==> src/rtl/stopwatch_pkg.sv <==
// Shared types and constants for the MM:SS BCD stopwatch.
// Optional lap-hold feature is enabled with the STOPWATCH_LAP_HOLD_EN macro.
package stopwatch_pkg;

  typedef enum logic [1:0] {
    IDLE  = 2'd0,
    RUN   = 2'd1,
    PAUSE = 2'd2
  } state_t;

  localparam logic [3:0] SEC_UNITS_MAX = 4'd9;
  localparam logic [3:0] SEC_TENS_MAX  = 4'd5;
  localparam logic [3:0] MIN_UNITS_MAX = 4'd9;
  localparam logic [3:0] MIN_TENS_MAX  = 4'd5;

  // Decimal points on the display stage are active-low.
  localparam logic DOT_ON  = 1'b0;
  localparam logic DOT_OFF = 1'b1;

endpackage

==> src/rtl/stopwatch_bcd_digit_counter.sv <==
// Single BCD digit that counts 0..MAX and raises carry when it rolls over.
// Chained four times to form the MM:SS cascade.
module bcd_digit_counter
  import stopwatch_pkg::*;
#(
  parameter logic [3:0] MAX = SEC_UNITS_MAX
) (
  input  logic       clk,
  input  logic       reset,
  input  logic       clr,
  input  logic       inc,
  output logic [3:0] q,
  output logic       carry
);

  logic [3:0] r_q;

  // Digit register: clear wins over increment, and MAX rolls back to 0.
  always_ff @(posedge clk or posedge reset) begin
    if (reset) begin
      r_q <= 4'd0;
    end else if (clr) begin
      r_q <= 4'd0;
    end else if (inc) begin
      r_q <= (r_q == MAX) ? 4'd0 : r_q + 4'd1;
    end
  end

  assign q     = r_q;
  assign carry = inc && (r_q == MAX);

endmodule

==> src/rtl/stopwatch_bcd.sv <==
// MM:SS stopwatch top: run/pause/clear FSM, 1 Hz prescaler, BCD digit cascade
// and blinking separator dot for the downstream 4-digit multiplexed display.
// Define STOPWATCH_LAP_HOLD_EN to add the lap input and display hold register.
module stopwatch_bcd
  import stopwatch_pkg::*;
#(
  parameter int TICK_DIV = 50_000_000
) (
  input  logic       clk,
  input  logic       reset,
  input  logic       start_stop,
  input  logic       clear,
  output logic [3:0] hexa3,
  output logic [3:0] hexa2,
  output logic [3:0] hexa1,
  output logic [3:0] hexa0,
  output logic [3:0] puntos4,
  output logic       running,
  output logic       ovf
`ifdef STOPWATCH_LAP_HOLD_EN
  ,
  input  logic       lap
`endif
);

  localparam int PW = $clog2(TICK_DIV);
  localparam logic [PW-1:0] PRESC_LAST = PW'(TICK_DIV - 1);
  localparam logic [PW-1:0] PRESC_HALF = PW'(TICK_DIV / 2);

  state_t          r_state;
  state_t          w_nextState;
  logic [PW-1:0]   r_presc;
  logic [PW-1:0]   w_nextPresc;
  logic            w_tick;
  logic            r_dot;
  logic            r_running;
  logic            r_ovf;

  logic [3:0]      w_q0, w_q1, w_q2, w_q3;
  logic            w_carry0, w_carry1, w_carry2, w_carry3;
  logic [15:0]     w_liveDigits;

  // State register for the run/pause/idle controller.
  always_ff @(posedge clk or posedge reset) begin
    if (reset) begin
      r_state <= IDLE;
    end else begin
      r_state <= w_nextState;
    end
  end

  // Next state: clear overrides start_stop, which toggles between RUN and PAUSE.
  always_comb begin
    w_nextState = r_state;
    if (clear) begin
      w_nextState = IDLE;
    end else if (start_stop) begin
      case (r_state)
        IDLE:    w_nextState = RUN;
        RUN:     w_nextState = PAUSE;
        PAUSE:   w_nextState = RUN;
        default: w_nextState = IDLE;
      endcase
    end
  end

  assign w_tick = (r_state == RUN) && (r_presc == PRESC_LAST);

  // Prescaler next value: advances only in RUN, holds in PAUSE so resume keeps the partial second.
  always_comb begin
    w_nextPresc = r_presc;
    if (clear) begin
      w_nextPresc = '0;
    end else if ((r_state == IDLE) && (w_nextState == RUN)) begin
      w_nextPresc = '0;
    end else if (r_state == RUN) begin
      w_nextPresc = w_tick ? '0 : r_presc + PW'(1);
    end
  end

  // Prescaler register.
  always_ff @(posedge clk or posedge reset) begin
    if (reset) begin
      r_presc <= '0;
    end else begin
      r_presc <= w_nextPresc;
    end
  end

  bcd_digit_counter #(.MAX(SEC_UNITS_MAX)) u_secUnits (
    .clk(clk), .reset(reset), .clr(clear), .inc(w_tick),
    .q(w_q0), .carry(w_carry0)
  );

  bcd_digit_counter #(.MAX(SEC_TENS_MAX)) u_secTens (
    .clk(clk), .reset(reset), .clr(clear), .inc(w_carry0),
    .q(w_q1), .carry(w_carry1)
  );

  bcd_digit_counter #(.MAX(MIN_UNITS_MAX)) u_minUnits (
    .clk(clk), .reset(reset), .clr(clear), .inc(w_carry1),
    .q(w_q2), .carry(w_carry2)
  );

  bcd_digit_counter #(.MAX(MIN_TENS_MAX)) u_minTens (
    .clk(clk), .reset(reset), .clr(clear), .inc(w_carry2),
    .q(w_q3), .carry(w_carry3)
  );

  assign w_liveDigits = {w_q3, w_q2, w_q1, w_q0};

  // Status outputs are computed from next-cycle values so they line up with the registered state.
  always_ff @(posedge clk or posedge reset) begin
    if (reset) begin
      r_dot     <= DOT_ON;
      r_running <= 1'b0;
      r_ovf     <= 1'b0;
    end else begin
      r_dot     <= ((w_nextState == RUN) && (w_nextPresc >= PRESC_HALF)) ? DOT_OFF : DOT_ON;
      r_running <= (w_nextState == RUN);
      r_ovf     <= w_carry3 && !clear;
    end
  end

  assign puntos4 = {1'b1, r_dot, 2'b11};
  assign running = r_running;
  assign ovf     = r_ovf;

`ifdef STOPWATCH_LAP_HOLD_EN
  logic        r_holdActive;
  logic [15:0] r_holdDigits;

  // Lap hold: first lap in RUN freezes the pre-edge digits, the next lap releases them.
  always_ff @(posedge clk or posedge reset) begin
    if (reset) begin
      r_holdActive <= 1'b0;
      r_holdDigits <= 16'd0;
    end else if (clear) begin
      r_holdActive <= 1'b0;
    end else if (lap && (r_state == RUN)) begin
      r_holdActive <= !r_holdActive;
      if (!r_holdActive) begin
        r_holdDigits <= w_liveDigits;
      end
    end
  end

  assign {hexa3, hexa2, hexa1, hexa0} = r_holdActive ? r_holdDigits : w_liveDigits;
`else
  assign {hexa3, hexa2, hexa1, hexa0} = w_liveDigits;
`endif

endmodule

==> config.mk <==
export PLATFORM = sky130hd
export DESIGN_NAME = stopwatch_bcd
export DESIGN_NICKNAME = d
export VERILOG_FILES = /design/src/rtl/stopwatch_pkg.sv /design/src/rtl/stopwatch_bcd_digit_counter.sv /design/src/rtl/stopwatch_bcd.sv
export SDC_FILE = /design/constraint.sdc
export NUM_CORES = 1
export LEC_CHECK = 0
export ABC_CLOCK_PERIOD_IN_PS = 6400
export BUFFER_PORTS_ARGS = -buffer_cell sky130_fd_sc_hd__buf_2
export CORE_MARGIN = 1.5
export CORE_UTILIZATION = 55
export CTS_BUF_LIST = sky130_fd_sc_hd__clkbuf_4 sky130_fd_sc_hd__clkbuf_8 sky130_fd_sc_hd__clkbuf_16
export DETAILED_ROUTE_END_ITERATION = 10
export PLACE_DENSITY = 0.86
export SYNTH_ARGS = -nofsm -noshare
export SYNTH_HDL_FRONTEND = slang
export SYNTH_HIERARCHICAL = 1
export SYNTH_SLANG_ARGS = --single-unit
export TNS_END_PERCENT = 5
==> constraint.sdc <==
create_clock -name clk -period 6.4 [get_ports clk]
set_input_delay 1.92 -clock clk [delete_from_list [all_inputs] [get_ports clk]]
set_output_delay 1.92 -clock clk [all_outputs]
set_load 0.03 [all_outputs]
==> results.md <==
- The run finished with clean final reports.
- The static leakage is about 1.3 nW.
- The reg-to-reg critical path startpoint is r_presc[18].
- Summing internal, switching and leakage power gives approximately 0.59 mW.
- Registers are responsible for 51.2% of the overall power.
- The per-cell via count in the routed design is just under 6.
- The proportion of register bits with asynchronous set or reset after synthesis is 100%.
- After clock tree synthesis, the flow added hold-fix buffers numbering 0.
- The area growth from synthesis to layout is 9.48%.
- The total negative slack for setup checks is 0 ns.
- In this run the count of I/O pins placed on the die edge is 26.
- The launch instance of the worst min-delay path is r_presc[1].
- Of all nets on the critical path, the largest fanout is 8.
- In this run the worst setup path begins at r_presc[18].
- The uppermost metal layer occupied by signal nets is met4.
- The worst hold path class is register to register.
- The starting DRC count in detailed routing is 175.
- Before antenna repair, the detailed router went through 6 iterations.
- Once the clock tree was built, the resizer swapped 0 gates to a different size.
- The critical path goes through or3b_1 > or4_4 > or2_2 > inv_1 > inv_1 > nor2_1 > nand2_1 > nor2_1 > inv_1 > nor2_1 > nand4_1 > or3_1 > a21oi_1.
- The distinct cell type count of the synthesized netlist is 49.
- Detailed routing placed a total of around 3000 um of wire on met2.
- The number of sinks driven by the clock tree is 47.
- The total of endpoints with negative setup slack in the final report is 0.
- The die boundary width is roughly 75 um.
- The vias after detailed routing is 2475.
- The worst path needs slightly below 4 ns of the cycle, external delays included.
- Combinational cells account for roughly 5.0% of the total power.
- The critical path class is register to register.
- The internal portion of the total power is 0.461 mW.
- The number of pins with negative max-slew slack in the final report is 0.
- The fraction of the yosys area taken by sequential cells is ~40%.
- For this block, wires on met1 add up to about 2700 um.
- The number of clock buffers inserted by TritonCTS is 5.
- At the end of routability-driven placement, the weighted congestion stood at between 0.9 and 1.
- After filler insertion, the fill cell instance count of the layout stands at between 400 and 500.
- The count of unresolved DRC violations after routing is 0.
- For this design, the slowest cell found on the critical path is sky130_fd_sc_hd__dfrtp_1.
- The number of inserted diodes is 0.
- A synthesized cell averages ~8.8 sq um.
- Among all flip-flop cells after synthesis, the most frequent one is sky130_fd_sc_hd__dfrtp_1.
- The buffer and inverter count on the worst path is 3.
- In this run the remaining antenna-violating nets after routing total 0.
- The H-tree generated during clock tree synthesis spans 2 levels.
- The floorplan step defined a die boundary enclosing ~5700 sq um.
- The category of the worst setup path launch point is a register.
- The routed wire length is 6060 um.
- The largest total area in the synthesized netlist belongs to sky130_fd_sc_hd__dfrtp_1.
- The clock network accounts for between 40% and 50% of the total power.
- The count of warnings emitted by yosys is 6.
- For the pin with the worst max-slew slack, the measured transition is 0.934 ns.
- The worst setup path is captured at a register.
- Detailed placement ended at an HPWL of 4310 um.
- Setup repair after global routing left no endpoint under its margin.
- The headroom to the max-slew limit is 37.2%.
- Across the whole layout, storage elements account for 1180 sq um.
- The final cycle utilization of the critical path is between 60% and 70%.
- The share of total power consumed by net switching is a little over a fifth.
- The routed length per placed instance is roughly 15 um.
- The critical path arrival is roughly 4.1 ns.
- The kind of cell adding the most delay to the critical path is simple AND/OR/NAND/NOR gates.
- In the post-synthesis netlist, the biggest area contributors are sky130_fd_sc_hd__dfrtp_1, sky130_fd_sc_hd__nor2_1, sky130_fd_sc_hd__a21oi_1, sky130_fd_sc_hd__xor2_1, sky130_fd_sc_hd__ha_1.
- For this design the ratio of total power to cell area is between 150 and 200 nW/um^2.
- The required time reported for the critical path endpoint is around 6.6 ns.
- For this run the aggregate overflow at the end of global routing stands at 0.
- The number of buffers on the longest clock path is 2.
- The standard-cell row count is 26.
- The via count of the first global-routing pass is ~2300.
- After the last flow step, the layout net total stands at roughly 360.
- The initial antenna violation count was 0.
- The first global-routing pass estimated 9940 um of wire.
- In the detailed route, the total length drawn on met3 is around 310 um.
- Clock-pin slew was measured on the worst setup and hold paths at 0.09 ns.
- Summed over all nets, the switching power comes to between 0.1 and 0.15 mW.
- Based on the critical path, the design can be clocked at up to about 260 MHz.
- Global routing used 22.9% of the available tracks.
- The pin count of the biggest net entering global routing is 32.
- The delay contributed by the slowest stage of the critical path is around 0.48 ns.
- The starting density of the core is ~57%.
- The clock tree from TritonCTS is done.
- Max-cap violations in this run came to 0.
- The number of enable-type register cells in the synthesized netlist is 0.
- The area share of the leading cell type in the synthesized netlist is about two fifths.
- The synthesized netlist cell count is between 300 and 400.
- IR analysis of the VDD net gives a maximum drop of around 0.13 mV.
- In this run the cell area of the synthesized design comes to between 2000 and 3000 sq um.
- At the later pin of the worst-skew pair, clock insertion delay measures 0.30 ns.
- In the final layout, the share of cells above drive strength 1 is 12.4%.
- The most frequent cell after synthesis is sky130_fd_sc_hd__dfrtp_1.
- The worst clock skew is ~0.0067 ns.
- The count of final hold-check violations is 0.
- Input and output buffers added on the ports amount to 22.
- By count the netlist is led by sky130_fd_sc_hd__dfrtp_1, sky130_fd_sc_hd__nor2_1, sky130_fd_sc_hd__nand2_1.
- The die is approximately 75 um tall.
- Summing all multi-input logic gate instances after layout gives 1560 sq um.
- The buffer cell driving the clock tree root is sky130_fd_sc_hd__clkbuf_8.
- Synthesis inferred 47 register bits.
- After clock tree synthesis, the setup repair step added 0 buffers.
- The area of the core region is between 5000 and 6000 sq um.
==> area by class of cell <==
| type | count | share of cell area [%] |
|---|---|---|
| multi-input combinational | 249 | 49.6 |
| sequential | 47 | 37.3 |
| timing repair buffer | 23 | 3.73 |
| tap | 70 | 2.78 |
| inverter | 19 | 2.26 |
| clock buffer | 5 | 2.18 |
| clock inverter | 3 | 2.14 |
==> final timing paths <==
path                       slack (ns)         endpoint  cells after the start
setup / recovery                 2.53   u_minTens/q[3]                     13
hold / removal                   0.56       r_presc[1]                      2
setup reg to reg                 2.53   u_minTens/q[3]                     13
hold reg to reg                  0.56       r_presc[1]                      2
max in group asynchronous        4.37       r_presc[3]                      3
min in group asynchronous        1.53  u_minUnits/q[0]                      2
==> layout by cell type (no fill, tap or decap), drive strengths merged, types with 3 or more instances in the layout <==
master | netlist | routed
dfrtp | 47 | 47
nor2 | 39 | 39
nand2 | 28 | 28
a21oi | 25 | 25
buf | 7 | 23
nand3 | 19 | 19
inv | 19 | 19
nand3b | 14 | 14
xor2 | 13 | 13
nand4 | 11 | 11
xnor2 | 11 | 11
nand2b | 10 | 10
nor4 | 10 | 10
o21ai | 10 | 10
ha | 9 | 9
nor3 | 6 | 6
mux2i | 5 | 5
or3 | 5 | 5
clkbuf | 6 | 5
and4b | 3 | 3
a31oi | 3 | 3
a21boi | 3 | 3
conb | 1 | 3
==> tightest hold or removal path: cells and delay by family (launching register included) <==
kind,cells,cell delay (ns)
AND/OR/NAND/NOR,1,0.06
AO/OA/AOI/OAI,1,0.06
flip-flops,1,0.41
==> flip-flops by register name, indices dropped and copies added, names as in the netlist <==
signal / flops
u_secTens/q: 4
running: 1
r_state: 2
ovf: 1
r_presc: 26
r_dot: 1
u_minUnits/q: 4
u_minTens/q: 4
u_secUnits/q: 4
==> kinds of logic (layout without fill, tap and decap cells) <==
group	after synthesis	after routing	share of synthesized area, %
mux	5	5	1.74
simple gates	159	159	30.2
compound gates	49	49	10.7
flops	47	47	40.9
xor+xnor	24	24	7.30
buf+inv	32	50	5.13
other cells	1	3	0.130
fa+ha+maj	9	9	3.91
==> power by group through the flow <==
| stage | logic, mW | registers, mW | clock network (mW) |
|---|---|---|---|
| 2_1_floorplan | 0.0202 | 0.308 | 0 |
| 3_3_place_gp | 0.0289 | 0.307 | 0 |
| 3_5_place_dp | 0.0295 | 0.307 | 0 |
| 4_1_cts | 0.0297 | 0.301 | 0.260 |
| 5_1_grt | 0.0327 | 0.302 | 0.272 |
| 6_report | 0.0294 | 0.301 | 0.258 |
==> per-layer routing <==
metal  track usage [%]  up-vias
met3              5.42        9
met1              28.9     1201
met2              39.7       95
li1                  -     1170
met5                 0        -
met4              5.75        0
==> through the flow <==
step	util (%)	setup WS [ns]	instance area, sq um	hold WS [ns]	cells
6_report	62.1	2.53	3150	0.560	416
5_1_grt	62.1	2.21	3150	0.591	416
4_1_cts	62.1	2.56	3150	0.558	416
3_5_place_dp	59.4	2.42	3010	0.547	408
3_3_place_gp	59.4	2.57	3010	0.530	408
2_1_floorplan	-	3.00	2890	0.515	328
Note: power is estimated with default switching activity, not from simulation.
